===== config.mk =====
export PLATFORM = sky130hd
export DESIGN_NAME = hazard_stall_controller
export DESIGN_NICKNAME = d
export VERILOG_FILES = /design/src/rtl/hazard_pkg.sv /design/src/rtl/hazard_stall_controller.sv
export SDC_FILE = /design/constraint.sdc
export NUM_CORES = 1
export LEC_CHECK = 0
export ABC_CLOCK_PERIOD_IN_PS = 2370
export BUFFER_PORTS_ARGS = -buffer_cell sky130_fd_sc_hd__buf_2
export CORE_UTILIZATION = 30
export DETAILED_ROUTE_END_ITERATION = 8
export PLACE_DENSITY = 0.58
export SYNTH_ARGS = -nofsm -noshare
export SYNTH_HDL_FRONTEND = slang
export SYNTH_SLANG_ARGS = --single-unit

===== constraint.sdc =====
create_clock -name clk -period 2.37 [get_ports clk]
set_clock_uncertainty 0.05 [all_clocks]
set_input_delay 0.3555 -clock clk [delete_from_list [all_inputs] [get_ports clk]]
set_output_delay 0.3555 -clock clk [all_outputs]
set_load 0.05 [all_outputs]

===== src/rtl/hazard_pkg.sv =====
// Shared types and constants for the pipeline hazard controller.
package hazard_pkg;

    // RUN: normal issue; MULT_WAIT: front end held while a multiply occupies ID.
    typedef enum logic {
        RUN       = 1'b0,
        MULT_WAIT = 1'b1
    } state_t;

    // Register $zero never carries a real dependency.
    localparam logic [4:0] REG_ZERO = 5'd0;

endpackage


===== src/rtl/hazard_stall_controller.sv =====
// Hazard controller for the 5-stage MIPS core: load-use stall, multi-cycle
// multiply hold, taken-branch squash and a saturating stall-cycle counter.
module hazard_stall_controller
    import hazard_pkg::*;
#(
    parameter int MULT_CYCLES = 4,
    parameter int CNT_W       = 16
) (
    input  logic             clk,
    input  logic             rst,
    input  logic [4:0]       ID_rs,
    input  logic [4:0]       ID_rt,
    input  logic             ID_UsesRt,
    input  logic             ID_IsMult,
    input  logic             ID_BranchTaken,
    input  logic             EX_MemRead,
    input  logic [4:0]       EX_rt,
    output logic             PCWrite,
    output logic             IF_ID_Write,
    output logic             IF_ID_Flush,
    output logic             ID_EX_Bubble,
    output logic [CNT_W-1:0] StallCycles
);

    // The first multiply stall happens in RUN, so the wait loads one less.
    localparam logic [3:0] MCNT_INIT = 4'(MULT_CYCLES - 1);

    state_t           state;
    logic [3:0]       mcnt;
    logic             release_flag;
    logic [CNT_W-1:0] stall_cycles;

    logic             load_hz;
    logic             start_mult;
    logic             pc_write;
    logic             if_id_write;
    logic             if_id_flush;
    logic             id_ex_bubble;

    assign load_hz = EX_MemRead && (EX_rt != REG_ZERO) &&
                     ((EX_rt == ID_rs) || (ID_UsesRt && (EX_rt == ID_rt)));

    // Control decode: load-use beats multiply beats branch; reset forces release.
    always_comb begin
        pc_write     = 1'b1;
        if_id_write  = 1'b1;
        if_id_flush  = 1'b0;
        id_ex_bubble = 1'b0;
        start_mult   = 1'b0;
        if (!rst) begin
            case (state)
                RUN: begin
                    if (load_hz) begin
                        pc_write     = 1'b0;
                        if_id_write  = 1'b0;
                        id_ex_bubble = 1'b1;
                    end else if (ID_IsMult && !release_flag) begin
                        pc_write     = 1'b0;
                        if_id_write  = 1'b0;
                        id_ex_bubble = 1'b1;
                        start_mult   = 1'b1;
                    end else if (ID_BranchTaken) begin
                        if_id_flush  = 1'b1;
                    end
                end
                MULT_WAIT: begin
                    if (mcnt != 4'd0) begin
                        pc_write     = 1'b0;
                        if_id_write  = 1'b0;
                        id_ex_bubble = 1'b1;
                    end
                end
            endcase
        end
    end

    // Multiply sequencing; a one-cycle multiply uses the release flag instead of MULT_WAIT.
    always_ff @(posedge clk or posedge rst) begin
        if (rst) begin
            state        <= RUN;
            mcnt         <= 4'd0;
            release_flag <= 1'b0;
        end else begin
            release_flag <= 1'b0;
            case (state)
                RUN: begin
                    if (start_mult) begin
                        mcnt <= MCNT_INIT;
                        if (MULT_CYCLES == 1) begin
                            release_flag <= 1'b1;
                        end else begin
                            state <= MULT_WAIT;
                        end
                    end
                end
                MULT_WAIT: begin
                    if (mcnt != 4'd0) begin
                        mcnt <= mcnt - 4'd1;
                    end else begin
                        state <= RUN;
                    end
                end
            endcase
        end
    end

    // Saturating count of cycles in which the IF/ID register was held.
    always_ff @(posedge clk or posedge rst) begin
        if (rst) begin
            stall_cycles <= '0;
        end else if (!if_id_write && (stall_cycles != {CNT_W{1'b1}})) begin
            stall_cycles <= stall_cycles + CNT_W'(1);
        end
    end

    assign PCWrite      = pc_write;
    assign IF_ID_Write  = if_id_write;
    assign IF_ID_Flush  = if_id_flush;
    assign ID_EX_Bubble = id_ex_bubble;
    assign StallCycles  = stall_cycles;

endmodule

# Yosys cells after proc, flatten, opt, wreduce, memory -nomap -nowiden
# Index checks and enable logic that the tools add are counted.
# Widths: inputs -> output; s select.
[word_totals]
regBits = 21
latchBits = 0
mem_bits_rw = 0
mem_bits_ro = 0
inputBits = 21
output_inout_bits = 20
word_cells = 43
mem_count = 0
[op_classes]
n_addsub = 2
mul = 0
div_mod_pow = 0
order_cmp = 0
eq_ne = 5
shifts = 0
n_mux = 23
bitwise_logic = 1
reduce_logical = 9
[ops]
columns = ["op", "count"]
rows = [
  ["$mux 1", 17],
  ["$add 16x1->16 const B", 1],
  ["$ne 16x16->1 const B", 1],
  ["$eq 5x5->1", 2],
  ["$mux 4", 2],
  ["$pmux 4 s2", 1],
  ["$pmux 1 s2", 3],
  ["$reduce_bool 5->1", 1],
  ["$logic_and 1x1->1", 4],
  ["$reduce_bool 4->1", 1],
  ["$sub 4x1->4 const B", 1],
  ["$ne 2x1->1 const B", 1],
  ["$ne 2x2->1 const B", 1],
  ["$reduce_and 2->1", 1],
  ["$logic_not 1->1", 1],
  ["$logic_or 1x1->1", 1],
  ["$not 1->1", 1],
]

# Depth between registers and ports, before layout
# Gate-level depths: netlist (run 1).
[logic_depth]
word_depth = 9
mapped_depth = 10
ltp_nobuf = 8

# Worst setup path before layout (run 1)
# No wires, ideal clock.
[synth_path]
path_kind = "input-to-output"
from = "input port EX_rt[1]"
to = "output port PCWrite"
t_arrival_ns = 2.142
setup_slack_ns = -0.178
stages = 8
path_cell_list = "or4_1 -> o21ai_2 -> nor3_1 -> a21o_1 -> buf_6 -> buf_12 -> inv_1 -> buf_4"
[synth_between]
elab_chain_cells = 7
[synth_lines]
columns = ["item", "line_no", "text"]
rows = [
  ["from (decl)", "hazard_stall_controller.sv:17", "input logic [4:0] EX_rt,"],
  ["$eq 5x5->1", "hazard_stall_controller.sv:41", "((EX_rt == ID_rs) || (ID_UsesRt && (EX_rt == ID_rt)));"],
  ["$logic_and 1x1->1", "hazard_stall_controller.sv:41", ""],
  ["$logic_or 1x1->1", "hazard_stall_controller.sv:41", ""],
  ["$logic_and 1x1->1 *", "hazard_stall_controller.sv:40", "assign load_hz = EX_MemRead && (EX_rt != REG_ZERO) &&"],
  ["$mux 1 *", "--", ""],
  ["$pmux 1 s2 *", "--", ""],
  ["$mux 1 *", "--", ""],
  ["to (decl)", "hazard_stall_controller.sv:18", "output logic PCWrite,"],
]
# Every way passes the cells marked *; elsewhere a longest branch is shown, timed or not.

# Final worst setup path (run 1)
[layout_path]
from = "register mcnt[0]"
to = "output port PCWrite"
[layout_between]
elab_chain_cells = 4
[layout_lines]
columns = ["item", "line_no", "text"]
rows = [
  ["from (decl)", "hazard_stall_controller.sv:29", "logic [3:0] mcnt;"],
  ["from (signal assigned)", "hazard_stall_controller.sv:98", "mcnt <= mcnt - 4'd1;"],
  ["$reduce_bool 4->1", "hazard_stall_controller.sv:67", "if (mcnt != 4'd0) begin"],
  ["$mux 1", "hazard_stall_controller.sv:67", ""],
  ["$pmux 1 s2", "hazard_stall_controller.sv:51", "case (state)"],
  ["$mux 1", "hazard_stall_controller.sv:50", "if (!rst) begin"],
]
# Every way passes these cells.

==> run metrics, run 1 <==
vias in the first global route 1,070; crit path kind flop to primary output; largest net degree at the start of global routing 22; layout cells sized above 1 0.401; DR vias 1,023; routed wire length per instance 13.0 um; Worst-path clk slew 0.08 ns; Final min period between 2 and 2.5 ns; syn_area_per_cell roughly 11 um^2; delay of the slowest cell on the worst path 0.41 ns; Core Area 4060 um^2; Post-Place Worst Slack 0.0281 ns; peak supply drop 0.352 mV; worst reg-to-reg path cell count 10; Starting Density 0.315; worst-skew pair later-pin latency around 0.26 ns; final global-route overflow total 0; Max Clock Freq ~0.45 GHz; clock root buffer clkbuf_8; placer congestion estimate 0.844; # setup viols final 0; hold buffer count at CTS 0; number of synthesized flops with an enable pin 0; R2R setup slack between 0.15 and 0.2 ns; Synth area leader dfrtp_1; IO Count 41; Seq/Total Area, Yosys 0.411; final cell utilization of the core 0.395; Slew Viols, Final 0; Synthesis Warnings 0; TritonCTS clock tree built; PwrDens 963 nW/um^2; Mapped Area 1280 um^2; Post-Syn Instances 121; first-pass GRT wire length 4.86 mm; critical path data required time 1.96 ns; Pleak 0.754 nW; CTS H-tree depth 1; vias per cell 4.71; Max Cap Viol 0; total chip power about 1.5 mW; # port buffers 40; Die W 67.3 um; FF+latch count, synth 21; Post-synth top flop dfrtp_1; DRT antenna net count 0; DRC Markers 0; fill count slightly above 400; Critical Path Source Type flop; commonest non-fill, non-tap cell in the layout buf_2; setup_tns 0 ns; Final #Nets ~190; final worst path period share 0.948; Hold WC Path Type input port to async pin; syn_nets between 100 and 150; Area Overhead vs Synth 25.2%; diodes inserted 0; CP Capture Point PCWrite; most used cell, CP inv_1; Post-synth ARST share 1.00; clk sink count 21; DRT Pass-1 Iters 4; Rows 23; Reg-to-Reg End StallCycles[1]$_DFFE_PP0P_; Cell variety after synth 36; Min Hold Slack 0.233 ns; status complete, no violations; critical path's slowest cell dfrtp_1; Critical Path AT about 1.8 ns; Post-Route WL 2.82 mm; CP startpoint mcnt[0]$_DFFE_PP0P_; Die Area ~4500 um^2; Slew @ Worst Pin just over 0.8 ns; hpwl dp 2.22 mm; GRT Resource Usage Total 0.144; Slew headroom 0.446; Setup crit end kind primary output; most frequent cells in the layout buf_2, xnor2_1, dfrtp_1; worst path cell trace inv_1 -> ha_1 -> inv_1 -> o31ai_2 -> o21ai_0 -> a21o_2 -> clkinvlp_4 -> buf_4; Final Hold Violating Endpoints 0; synth top area cells dfrtp_1, xnor2_1, nand3_2; RSZ-0062 raised after global routing yes; crit path max fanout 7; top-area cell type share of the netlist area 0.411; die span in y 67.3 um; Final WS setup 0.124 ns; initial antenna violation count 0; Worst R2R Start mcnt[0]$_DFFE_PP0P_; Max clock buf depth 2; first-iteration detailed-routing DRC count 60; clock buffer count from CTS 3
per-layer routing:
layer	GRT usage	routed length (um)	vias to the layer above
met1	0.164	1210	492
met5	0	0	-
met4	0.0505	25	0
met2	0.250	1480	15
met3	0.0473	103	2
li1	-	-	514
registers in the layout, indices dropped and copies added, names as in the netlist:
name and flops:
StallCycles 16, mcnt 4, state 1
through the flow:
stage               std cells  instance area (um^2)
finish                    217                  1600
global route              217                  1600
CTS                       215                  1580
detailed placement        211                  1530
global placement          211                  1530
floorplan                 121                  1290
worst min-delay path by stage:
| stage | startpoint | end | slack [ns] | cells after the start |
|---|---|---|---|---|
| finish | rst | mcnt[3]$_DFFE_PP0P_ | 0.23 | 2 |
| global route | rst | mcnt[3]$_DFFE_PP0P_ | 0.31 | 2 |
| CTS | rst | mcnt[3]$_DFFE_PP0P_ | 0.26 | 2 |
| detailed placement | StallCycles[5]$_DFFE_PP0P_ | StallCycles[5]$_DFFE_PP0P_ | 0.45 | 1 |
| global placement | StallCycles[9]$_DFFE_PP0P_ | StallCycles[9]$_DFFE_PP0P_ | 0.43 | 1 |
| floorplan | rst | StallCycles[0]$_DFFE_PP0P_ | 0.28 | 1 |
report_power, final:
group	leakage (nW)	total, mW	internal, mW	switching (mW)
Combinational	0.458	0.750	0.260	0.490
Clock	0.0255	0.232	0.117	0.115
Sequential	0.271	0.560	0.453	0.108
Total	0.754	1.54	0.830	0.713
critical path: cells and delay by family, from the launching register on:
family	cells	cell delay (ns)
AOI/OAI and AO/OA	3	0.60
buffers and inverters	4	0.43
DFF	1	0.41
adders and majority gates	1	0.15
cell usage after synthesis, types with 3 or more instances:
master	instances
ha_1	3
nor2_1	4
xnor2_1	24
nand3_2	5
and3_1	7
nand3_1	4
nand4_1	6
nand2_1	7
dfrtp_1	21
nor3_1	3
inv_1	6
cells by family after synthesis:
| logic type | Yosys count | synth area share |
|---|---|---|
| buffers and inverters | 11 | 0.0596 |
| and+or+nand+nor | 49 | 0.256 |
| AOI/OAI and AO/OA | 9 | 0.0469 |
| xor gates and xnor gates | 25 | 0.171 |
| DFF | 21 | 0.411 |
| adders and majority gates | 3 | 0.0293 |
| muxes | 3 | 0.0264 |
what timing repair did:
item	4_1_cts	5_1_grt
resized for setup	0	6
pin swaps	0	0
setup endpoints to repair	2	3
buffers inserted	0	2
layout make-up:
cell class / count / area, um^2 / share of cell area
Inverter: 6 / 26.3 / 0.0164
Tap cell: 50 / 62.6 / 0.0390
Clock inverter: 1 / 5.00 / 0.00312
Multi-Input combinational cell: 89 / 684 / 0.427
Clock buffer: 3 / 41.3 / 0.0258
Sequential cell: 21 / 526 / 0.328
Timing Repair Buffer: 47 / 258 / 0.161
Note: power is estimated with default switching activity, not from simulation.
==> inputs of run 2 (changes only) <==
--- a/config.mk
+++ b/config.mk
@@ -9,6 +9,7 @@
 export BUFFER_PORTS_ARGS = -buffer_cell sky130_fd_sc_hd__buf_2
 export CORE_UTILIZATION = 30
 export DETAILED_ROUTE_END_ITERATION = 8
+export MAX_ROUTING_LAYER = met4
 export PLACE_DENSITY = 0.58
 export SYNTH_ARGS = -nofsm -noshare
 export SYNTH_HDL_FRONTEND = slang
==> run 2 against run 1 <==
  * Utilization stayed put
  * Fmax shrank 0.10%
  * First-iteration DRC count is 1.7% higher
  * Global-route usage is 0.42 points higher
  * Cell area stayed put
  * Flip-flop and latch count unchanged
  * Clock-buffer cell count unchanged
  * Die area is the same
  * Sequential share of layout area unchanged
  * Non-clock buffer count is the same
  * Critical endpoint unchanged
  * Largest power group unchanged
  * Highest routed layer unchanged
==> run metrics, run 2 (synthesized netlist as in run 1, its figures left out) <==
hpwl dp 2.22 mm; Final #Nets 192; DRT antenna net count 0; Hold WC Path Type input port to async pin; first-iteration detailed-routing DRC count 61; final cell utilization of the core 0.395; Max Clock Freq 0.445 GHz; initial antenna violation count 0; vias in the first global route 1,075; vias per cell 4.76; GRT Resource Usage Total 0.148; clk sink count 21; Seq. cell area 526 um^2; Rows 23; worst-skew pair later-pin latency around 0.26 ns; TritonCTS clock tree built; clock root buffer clkbuf_8; Post-Route WL 2.82 mm; DR vias about 1,000; Slew headroom 0.447; status complete, no violations; most frequent cells in the layout buf_2, xnor2_1, dfrtp_1; hold buffer count at CTS 0; Max Cap Viol 0; Final min period approximately 2.2 ns; # placed instances 211; crit path kind flop to primary output; Slew Viols, Final 0; diodes inserted 0; DRC Markers 0; IO Count 41; Max clock buf depth 2; placer congestion estimate 0.857; Post-Layout Cell Count 217; Pleak 0.754 nW; largest net degree at the start of global routing 22; max reg flops 16; final global-route overflow total 0; Area Overhead vs Synth 25.2%; # port buffers 40; RSZ-0062 raised after global routing yes; CTS H-tree depth 1; crit path max fanout 7; Critical Path Source Type flop; Slew @ Worst Pin 0.828 ns; Starting Density 0.315; routed wire length per instance 13.0 um; Critical Path AT 1.84 ns; Final Hold Violating Endpoints 0; peak supply drop 0.352 mV; DRT Pass-1 Iters 4; final worst path period share 0.949; # setup viols final 0; first-pass GRT wire length around 4.8 mm; PwrDens just under 1000 nW/um^2; Setup crit end kind primary output; die span in y 67.3 um; Worst R2R Start mcnt[0]$_DFFE_PP0P_; Die Area 4530 um^2; clock buffer count from CTS 3; Die W roughly 67 um; CP startpoint mcnt[0]$_DFFE_PP0P_; commonest non-fill, non-tap cell in the layout buf_2; Core Area approximately 4100 um^2; fill count 412; critical path data required time 1.96 ns; layout cells sized above 1 0.401; Worst-path clk slew 0.08 ns; area of the multi-input gates 684 um^2
[run 2: cell counts in the layout (fill, tap and decap cells not counted)]
Identical to the previous run, type by type.
[run 2: cell type report]
class,instances,share of cell area
well taps,50,0.0390
flip-flops and latches,21,0.328
inverters,6,0.0164
multi-input cells,89,0.427
clock inverters,1,0.00312
repair buffers,47,0.161
clock buffers,3,0.0258
[run 2: worst paths after layout]
| kind | end | slack, ns | cells after the start |
|---|---|---|---|
| max reg2reg | StallCycles[1]$_DFFE_PP0P_ | 0.19 | 10 |
| min reg2reg | StallCycles[5]$_DFFE_PP0P_ | 0.45 | 1 |
| max in group asynchronous | StallCycles[15]$_DFFE_PP0P_ | 1.52 | 2 |
| min | mcnt[3]$_DFFE_PP0P_ | 0.23 | 2 |
| min in group clk | StallCycles[5]$_DFFE_PP0P_ | 0.45 | 1 |
| max | PCWrite | 0.12 | 8 |
[run 2: worst max-delay path: stages (launching register included)]
cell	delay [ns]
dfrtp_1	0.41
inv_1	0.09
ha_1	0.15
inv_1	0.06
o31ai_2	0.22
o21ai_0	0.12
a21o_2	0.26
clkinvlp_4	0.09
buf_4	0.19
[run 2: where the power goes]
group	switching [mW]	internal, mW	leakage, nW
logic	0.490	0.260	0.458
registers	0.108	0.453	0.271
clock network	0.118	0.117	0.0255
[run 2: routing by layer]
metal  vias to the layer above  GRT usage  wire length (um)  share of wire
met5                         -          -                 0              0
met3                         2     0.0439               101          0.036
li1                        514          -                 -              -
met2                        19      0.250              1490           0.53
met1                       497      0.166              1210           0.43
met4                         0     0.0505                23         0.0081
[run 2: repair_timing]
item | CTS | global route
setup buffers | 0 | 2
resized for setup | 0 | 6
endpoints found under the setup margin | 2 | 3
[run 2: through the flow]
stage	power, mW	worst slack, ns	area (um^2)	setup TNS [ns]	hold slack [ns]
2_1_floorplan	1.15	0.0329	1290	0	0.282
5_1_grt	1.66	-0.0573	1600	-0.110	0.312
6_report	1.55	0.122	1600	0	0.229
3_5_place_dp	1.29	0.0281	1530	0	0.446
3_3_place_gp	1.26	0.0876	1530	0	0.434
4_1_cts	1.53	-0.0294	1580	-0.0567	0.261
==> inputs of run 3 (changes only) <==
--- a/config.mk
+++ b/config.mk
@@ -5,12 +5,13 @@
 export SDC_FILE = /design/constraint.sdc
 export NUM_CORES = 1
 export LEC_CHECK = 0
+export ABC_AREA = 1
 export ABC_CLOCK_PERIOD_IN_PS = 2370
 export BUFFER_PORTS_ARGS = -buffer_cell sky130_fd_sc_hd__buf_2
 export CORE_UTILIZATION = 30
 export DETAILED_ROUTE_END_ITERATION = 8
 export MAX_ROUTING_LAYER = met4
-export PLACE_DENSITY = 0.58
+export PLACE_DENSITY = 0.57
 export SYNTH_ARGS = -nofsm -noshare
 export SYNTH_HDL_FRONTEND = slang
 export SYNTH_SLANG_ARGS = --single-unit
==> run 3 against run 2 <==
  * Fmax grew 4.3%
  * Synthesized area grew 18%
  * Sequential power shrank 11%
  * Worst setup slack gained 0.093 ns
  * First-iteration DRC count grew 1.6%
  * Via count grew 39%
  * Die area grew 18%
  * Critical endpoint is now ID_EX_Bubble
==> run metrics, run 3 <==
status complete, no violations; DR WL met3 109 um; first-pass GRT wire length approximately 5.7 mm; Post-Layout Cell Count approximately 330; peak supply drop 0.361 mV; Max Clock Freq 0.464 GHz; Final #Nets 287; Seq/Total Area, Yosys 0.347; DRT antenna net count 0; clk sink count 21; top layer in use met4; worst reg-to-reg path cell count 9; Post-synth top flop dfrtp_1; critical path data required time 1.96 ns; crit path max fanout 12; placed cell area between 1500 and 2000 um^2; Switching Share 0.478; Max clock buf depth 2; R2R setup slack 0.41 ns; Core Area 4790 um^2; CTS H-tree depth 1; vias in the first global route 1,275; hold buffer count at CTS 0; total chip power around 1.4 mW; Synthesis Warnings 0; Post-CTS Setup Bufs 0; # setup viols final 0; Slew headroom 0.799; Mapped Area between 1500 and 2000 um^2; largest net degree at the start of global routing 22; setup_tns 0 ns; PwrDens around 780 nW/um^2; DRT Pass-1 Iters 4; Cell variety after synth 23; Clk network pwr share 0.166; Comb pwr share 0.484; Die Area 5340 um^2; synth top area cells dfrtp_1, nand2_1, nand3_1; DRC Markers 0; Setup crit end kind primary output; final global-route overflow total 0; Max Cap Viol 0; Post-Place Worst Slack 0.376 ns; Post-Syn Instances 221; Slew Viols, Final 0; Worst R2R Start StallCycles[0]$_DFFE_PP0P_; top-area cell type share of the netlist area 0.347; max reg flops 16; RSZ-0062 raised after global routing no; Synth area leader dfrtp_1; Hold WC Path Type input port to async pin; Slew @ Worst Pin 0.300 ns; layout cells sized above 1 0.206; syn_area_per_cell 6.86 um^2; FF+latch count, synth 21; Final min period 2.16 ns; Final WS setup 0.215 ns; TritonCTS clock tree built; Worst-path clk slew 0.08 ns; most frequent cells in the layout nand2_1, buf_2, inv_1; placer congestion estimate between 0.8 and 0.9; # port buffers 40; # resized after CTS 0; Met1 Wirelength roughly 1.7 mm; final instance area 1830 um^2; # placed instances around 330; crit path kind flop to primary output; final cell utilization of the core 0.383; Critical Path AT 1.75 ns; vias per cell around 4.4; Post-Route WL 3.27 mm; Final Hold Violating Endpoints 0; part of the power in registers 0.349; IO Count 41; met2 WL roughly 1.4 mm; Critical Path Source Type flop; hpwl dp about 2.5 mm; Rows 25; number of synthesized flops with an enable pin 0; GRT Resource Usage Total 0.138; clock buffer count from CTS 3; syn_nets about 250; routed wire length per instance 9.93 um; diodes inserted 0; die span in y approximately 73 um; clock root buffer clkbuf_8; DR vias 1,436; first-iteration detailed-routing DRC count 62; Area Overhead vs Synth 20.8%; most common cell in the netlist nand2_1; commonest non-fill, non-tap cell in the layout nand2_1; top post-synthesis cells by count nand2_1, inv_1, nand3_1, dfrtp_1, nor2_1; Pleak 1.02 nW; Post-synth ARST share 1.00; Min Hold Slack 0.110 ns; Starting Density 0.317; Die W 73.1 um; P_int 744 uW; Reg-to-Reg End StallCycles[3]$_DFFE_PP0P_; switching pwr 682 uW; initial antenna violation count 0; worst-skew pair later-pin latency 0.26 ns; final worst path period share 0.909
[run 3: changes by cell type in the layout (fill, tap and decap cells not counted), moves of 8 or more]
cell / previous run / this run
xor2_1: 1 / 9
xnor2_1: 24 / 7
nand2_1: 7 / 77
inv_1: 5 / 30
nor2_1: 4 / 16
nand3_1: 4 / 28
[run 3: critical path, cell delays in order, from the launching register on]
cell     delay, ns
dfrtp_1       0.33
inv_1         0.08
ha_1          0.20
a31oi_1       0.27
nand2_1       0.15
nand2_4       0.18
buf_2         0.29
[run 3: power groups by stage]
stage	clock network, mW	logic (mW)	registers (mW)
after detailed placement	0	0.693	0.505
final	0.237	0.691	0.498
after floorplan	0	0.448	0.603
after global routing	0.259	0.779	0.511
after global placement	0	0.693	0.504
after CTS	0.244	0.694	0.500
[run 3: worst max path at each step]
| stage | to | startpoint | slack, ns | cells after the start |
|---|---|---|---|---|
| global placement | PCWrite | EX_rt[2] | 0.39 | 11 |
| global route | ID_EX_Bubble | mcnt[0]$_DFFE_PP0P_ | 0.08 | 6 |
| CTS | ID_EX_Bubble | mcnt[0]$_DFFE_PP0P_ | 0.23 | 6 |
| finish | ID_EX_Bubble | mcnt[0]$_DFFE_PP0P_ | 0.21 | 6 |
| floorplan | PCWrite | mcnt[0]$_DFFE_PP0P_ | 0.002 | 8 |
| detailed placement | ID_EX_Bubble | EX_rt[4] | 0.38 | 12 |
[run 3: cell type report]
class	count	area (um^2)
fillers	540	2950
inverters	33	128
repair buffers	42	215
clock buffers	4	45.0
flip-flops and latches	21	526
well taps	67	83.8
multi-input cells	162	835
[run 3: cells by family after synthesis]
logic type | share of synthesized area
buffers and inverters | 0.103
DFF | 0.347
xor gates and xnor gates | 0.0924
and+or+nand+nor | 0.405
AOI/OAI and AO/OA | 0.0281
adders and majority gates | 0.0248
[run 3: per-layer routing]
layer	track usage	vias up
met1	0.199	629
met5	-	-
met3	0.0207	2
li1	-	767
met2	0.206	38
met4	0.0261	0
